[src/rtl/sram_ctrl.sv]
// Single-port SRAM controller: a valid/ready host port is turned into one-cycle
// SRAM accesses, with read responses held until the host accepts them.
module sram_ctrl #(
    parameter int DEPTH     = 8,
    parameter int WIDTH     = 32,
    parameter int DEPTH_LOG = $clog2(DEPTH)
) (
    input  logic                 clk,
    input  logic                 rst,
    input  logic                 req_valid,
    output logic                 req_ready,
    input  logic                 req_we,
    input  logic [DEPTH_LOG-1:0] req_addr,
    input  logic [WIDTH-1:0]     req_wdata,
    output logic                 rsp_valid,
    input  logic                 rsp_ready,
    output logic [WIDTH-1:0]     rsp_rdata,
    output logic                 rsp_err,
    output logic                 err_pulse,
    output logic                 cs,
    output logic                 we,
    output logic [DEPTH_LOG-1:0] ad,
    output logic [WIDTH-1:0]     din,
    input  logic [WIDTH-1:0]     dout,
    output logic [15:0]          wr_cnt,
    output logic [15:0]          rd_cnt
);

    typedef enum logic [1:0] {
        IDLE  = 2'd0,
        ISSUE = 2'd1,
        RSP   = 2'd2
    } state_t;

    state_t                 state_q, state_d;
    logic                   req_we_q, req_we_d;
    logic                   oor_q, oor_d;
    logic                   cs_q, cs_d;
    logic                   we_q, we_d;
    logic                   err_pulse_q, err_pulse_d;
    logic [DEPTH_LOG-1:0]   ad_q, ad_d;
    logic [WIDTH-1:0]       din_q, din_d;
    logic [15:0]            wr_cnt_q, wr_cnt_d;
    logic [15:0]            rd_cnt_q, rd_cnt_d;
    logic                   accept_s;
    logic                   in_range_s;

    assign accept_s   = req_valid && (state_q == IDLE);
    assign in_range_s = (32'(req_addr) < 32'(DEPTH));

    // State and registered request/SRAM-side outputs
    always_ff @(posedge clk or posedge rst) begin
        if (rst) begin
            state_q     <= IDLE;
            req_we_q    <= 1'b0;
            oor_q       <= 1'b0;
            cs_q        <= 1'b0;
            we_q        <= 1'b0;
            err_pulse_q <= 1'b0;
            ad_q        <= '0;
            din_q       <= '0;
            wr_cnt_q    <= 16'd0;
            rd_cnt_q    <= 16'd0;
        end else begin
            state_q     <= state_d;
            req_we_q    <= req_we_d;
            oor_q       <= oor_d;
            cs_q        <= cs_d;
            we_q        <= we_d;
            err_pulse_q <= err_pulse_d;
            ad_q        <= ad_d;
            din_q       <= din_d;
            wr_cnt_q    <= wr_cnt_d;
            rd_cnt_q    <= rd_cnt_d;
        end
    end

    // Next-state decode; ISSUE always lasts exactly one cycle
    always_comb begin
        state_d = state_q;
        case (state_q)
            IDLE:    state_d = accept_s ? ISSUE : IDLE;
            ISSUE:   state_d = req_we_q ? IDLE : RSP;
            RSP:     state_d = rsp_ready ? IDLE : RSP;
            default: state_d = IDLE;
        endcase
    end

    // Next values of the registered outputs; cs/we are set on acceptance so they are high during ISSUE
    always_comb begin
        req_we_d    = req_we_q;
        oor_d       = oor_q;
        ad_d        = ad_q;
        din_d       = din_q;
        cs_d        = accept_s && in_range_s;
        we_d        = accept_s && in_range_s && req_we;
        err_pulse_d = accept_s && !in_range_s;
        if (accept_s) begin
            req_we_d = req_we;
            oor_d    = !in_range_s;
            ad_d     = req_addr;
            din_d    = req_wdata;
        end else begin
            req_we_d = req_we_q;
            oor_d    = oor_q;
        end
        // Counters commit at the edge that ends ISSUE, so a reset during ISSUE discards the update
        if ((state_q == ISSUE) && !oor_q) begin
            wr_cnt_d = wr_cnt_q + {15'd0, req_we_q};
            rd_cnt_d = rd_cnt_q + {15'd0, !req_we_q};
        end else begin
            wr_cnt_d = wr_cnt_q;
            rd_cnt_d = rd_cnt_q;
        end
    end

    // Host-side outputs; read data comes straight from the SRAM output register, which holds in RSP
    always_comb begin
        req_ready = (state_q == IDLE);
        rsp_valid = (state_q == RSP);
        rsp_err   = (state_q == RSP) && oor_q;
        if ((state_q == RSP) && !oor_q) begin
            rsp_rdata = dout;
        end else begin
            rsp_rdata = '0;
        end
        cs        = cs_q;
        we        = we_q;
        ad        = ad_q;
        din       = din_q;
        err_pulse = err_pulse_q;
        wr_cnt    = wr_cnt_q;
        rd_cnt    = rd_cnt_q;
    end

endmodule
[config.mk]
export PLATFORM = sky130hd
export DESIGN_NAME = sram_ctrl
export DESIGN_NICKNAME = d
export VERILOG_FILES = /design/src/rtl/sram_ctrl.sv
export SDC_FILE = /design/constraint.sdc
export NUM_CORES = 1
export LEC_CHECK = 0
export CORE_ASPECT_RATIO = 0.8
export CORE_UTILIZATION = 30
export CTS_CLUSTER_DIAMETER = 50
export CTS_CLUSTER_SIZE = 25
export DETAILED_ROUTE_END_ITERATION = 10
export GPL_ROUTABILITY_DRIVEN = 0
export PLACE_DENSITY = 0.74
export SETUP_SLACK_MARGIN = 0.4
export SLEW_MARGIN = 10
export SYNTH_ARGS = -nofsm -noshare
export SYNTH_HDL_FRONTEND = slang
export SYNTH_SLANG_ARGS = --single-unit
[constraint.sdc]
create_clock -name clk -period 3.05 [get_ports clk]
set_input_delay 0.61 -clock clk [delete_from_list [all_inputs] [get_ports clk]]
set_output_delay 0.61 -clock clk [all_outputs]
set_load 0.05 [all_outputs]
==> results by group <==
Min path
  • Critical hold path startpoint: rd_cnt[15]
  • Worst min-delay path category: flop to flop

Place
  • Detailed placement HPWL: between 6000 and 7000 µm
  • Post-Place Cell Area: 5070 µm²
  • IO buf count: roughly 170

Clock network
  • Clock slew seen by the registers of the worst setup and hold paths: approximately 60 ps
  • Number of gates resized after CTS: 0
  • Post-CTS Setup Repair Bufs: 0
  • Clk Latency, worst-skew pair: 330 ps
  • Number of buffers added by the clock tree synthesis step: 9
  • CTS tree: yes
  • Cell at the root of the clock tree: sky130_fd_sc_hd__clkbuf_16
  • Maximum buffer depth of the clock tree: 2
  • H-tree depth reported by CTS: 3
  • Count of hold-fix buffers inserted at cts: 0
  • Total clock sinks: 71

Timing
  • Final clock skew: 6.38 ps
  • Shortest clock period the worst path allows after layout: 2450 ps
  • Slew Viols, Final: 0
  • RSZ-0062 raised after global routing: no
  • Final-layout setup total negative slack: 0 ps
  • Count of final setup violators: 0
  • Final number of hold-violating endpoints: 0
  • Worst-case headroom to the max-slew limit: 0.467
  • Achievable frequency: 0.409 GHz
  • Slew at the pin with the worst max-slew slack: 798 ps
  • Ratio of final minimum period to clock period: 0.802

Global routing
  • Largest net degree at the start of global routing: 38
  • Vias in the first global route: 2579
  • Global-route usage over all layers: 0.148
  • Overflow left after global routing: 0
  • Initial antenna violation count: 0
  • Wire length of the first global-routing pass: 12800 µm

Synthesis
  • Netlist area before placement: 3270 µm²
  • Dominant synthesized flop cell: sky130_fd_sc_hd__dfrtp_1
  • Post-synthesis area per instance: 13.4 µm²
  • Commonest cells post-synth: sky130_fd_sc_hd__dfrtp_1 (71), sky130_fd_sc_hd__and2_1 (32), sky130_fd_sc_hd__mux2_4 (28)
  • Post-synth top area share: 0.543
  • Synthesized instance count: 245
  • Synth area leader: sky130_fd_sc_hd__dfrtp_1
  • Register area share after synthesis: 0.543
  • Number of distinct library cells after synthesis: 32
  • Count of flip-flops with a built-in enable after synthesis: 0
  • FFs w/ async S/R, synth: 1.00
  • Total number of yosys warnings: 0
  • Flop and latch count out of synthesis: a little over 70
  • Top-count cell post-synth: sky130_fd_sc_hd__dfrtp_1
  • Dominant cells by area after synthesis: sky130_fd_sc_hd__dfrtp_1 (54%), sky130_fd_sc_hd__mux2_4 (13%), sky130_fd_sc_hd__and2_1 (6.1%), sky130_fd_sc_hd__xnor2_1 (5.6%), sky130_fd_sc_hd__mux2_2 (3.8%)

Setup path
  • Worst path max stage delay: about 840 ps
  • Launch instance of the worst register-to-register path: state_q[0]
  • Combined buffer and inverter count along the critical path: 1
  • Largest delay contributor family on the critical path: buffers and inverters
  • Worst-path fanout max: 6
  • Startpoint type of the worst setup path: flop
  • Kind of end point of the critical path: primary output
  • Slowest library cell on the worst path: sky130_fd_sc_hd__clkdlybuf4s50_1
  • Critical setup path kind: flop to primary output
  • Required time of the critical path: 2440 ps
  • Arrival time at the worst endpoint: 1840 ps
  • Critical-path cell list: nor2_2, clkdlybuf4s50_1
  • Start point of the critical path: state_q[0]

Floorplan
  • Effective utilization at floorplan: 0.313
  • Boundary pin count: 177
  • Std cell rows: 33
  • Floorplan die width: between 100 and 150 µm
  • Core outline area: 10400 µm²
  • Height of the chip: 95.4 µm
  • Die area: 11300 µm²

Pwr
  • Worst IR Drop VDD: 0.907 mV
  • Leak Pwr: 2.40 nW
  • PwrDens: ~1100 nW/µm²
  • Overall power: 5.75 mW

Drt
  • DRC violation count after routing: 0
  • Initial DRT Pass Iterations: 4
  • Average wire per cell in the routed design: 14.1 µm
  • Antenna Violating Nets Remaining: 0
  • Detail-routed via count per cell: 4.41
  • Total wire length: 8040 µm
  • DRC violation total after the first TritonRoute iteration: 59
  • Number of vias in the routed layout: between 2000 and 3000

Finish
  • Final nets: 502
  • Area added between synthesis and finish: 64.4%
  • Antenna Diode Count: 0
  • Fraction of layout instances using a drive strength above 1: 0.238
  • Fin util: 0.515
  • Design area: 5380 µm²

Flow run
  • Max_cap viols: 0

Status
  • Run status: completed
==> worst paths after layout <==
path	end	slack, ps	cells past startpoint
setup / recovery	req_ready	600	2
hold / removal	rd_cnt[15]	480	1
setup reg to reg	ad[2]	1240	3
hold reg to reg	rd_cnt[15]	480	1
max in group asynchronous	wr_cnt[6]	1670	3
min in group asynchronous	din[15]	760	2
==> kinds of logic after synthesis <==
group / after synthesis / synth area share
AOI/OAI and AO/OA: 2 / 0.00497
buffers and inverters: 14 / 0.0279
other: 1 / 0.00115
xor gates and xnor gates: 28 / 0.0749
muxes: 39 / 0.166
DFF: 71 / 0.543
adders and majority gates: 6 / 0.0229
and+or+nand+nor: 84 / 0.159
==> through the flow <==
stage                     instances  hold slack (ps)  setup WS, ps
final                           569              476           604
after global placement          553              461           872
after floorplan                 246              577           643
after detailed placement        553              466           830
after CTS                       569              478           598
after global routing            569              503           553
==> cell type report <==
cell class                 count  area [µm²]
multi-input combinational    161        1410
inverter                       4        15.0
timing repair buffer         177        1690
tap                          140         175
clock buffer                  10         239
sequential                    71        1780
fill                         905        5070
clock inverter                 6        68.8
==> sequential cells by signal (all words and copies together), names as in the netlist <==
| signal | cells |
|---|---|
| rd_cnt | 16 |
| we | 1 |
| wr_cnt | 16 |
| din | 32 |
| ad | 3 |
| req_we_q | 1 |
| state_q | 2 |
==> layout by cell type (no fill, tap or decap), types with 2 or more instances in the layout <==
cell,instances
sky130_fd_sc_hd__and3_2,3
sky130_fd_sc_hd__nand3_1,8
sky130_fd_sc_hd__conb_1,2
sky130_fd_sc_hd__and4_1,3
sky130_fd_sc_hd__nand2_1,11
sky130_fd_sc_hd__nor2_1,4
sky130_fd_sc_hd__clkdlybuf4s50_1,141
sky130_fd_sc_hd__dfrtp_1,71
sky130_fd_sc_hd__clkbuf_16,9
sky130_fd_sc_hd__clkinv_4,2
sky130_fd_sc_hd__mux2_4,28
sky130_fd_sc_hd__mux2_2,11
sky130_fd_sc_hd__inv_1,3
sky130_fd_sc_hd__nand4_1,9
sky130_fd_sc_hd__and4b_1,2
sky130_fd_sc_hd__and3_1,3
sky130_fd_sc_hd__ha_1,6
sky130_fd_sc_hd__buf_4,35
sky130_fd_sc_hd__and2_1,32
sky130_fd_sc_hd__xnor2_1,21
sky130_fd_sc_hd__xor2_1,7
==> layer usage <==
metal  track usage  share of wire  vias to the layer above
li1              -              -                     1188
met1         0.182           0.44                     1209
met2         0.245           0.48                      103
met3        0.0556          0.071                        9
met4        0.0380         0.0086                        0
met5             0              0                        -
==> where the power goes <==
| group | internal [mW] | leakage, nW | switching [mW] |
|---|---|---|---|
| Combinational | 1.22 | 1.36 | 1.98 |
| Clock | 0.659 | 0.149 | 0.393 |
| Sequential | 1.26 | 0.893 | 0.237 |
No activity file was read; power rests on OpenSTA's default activity.
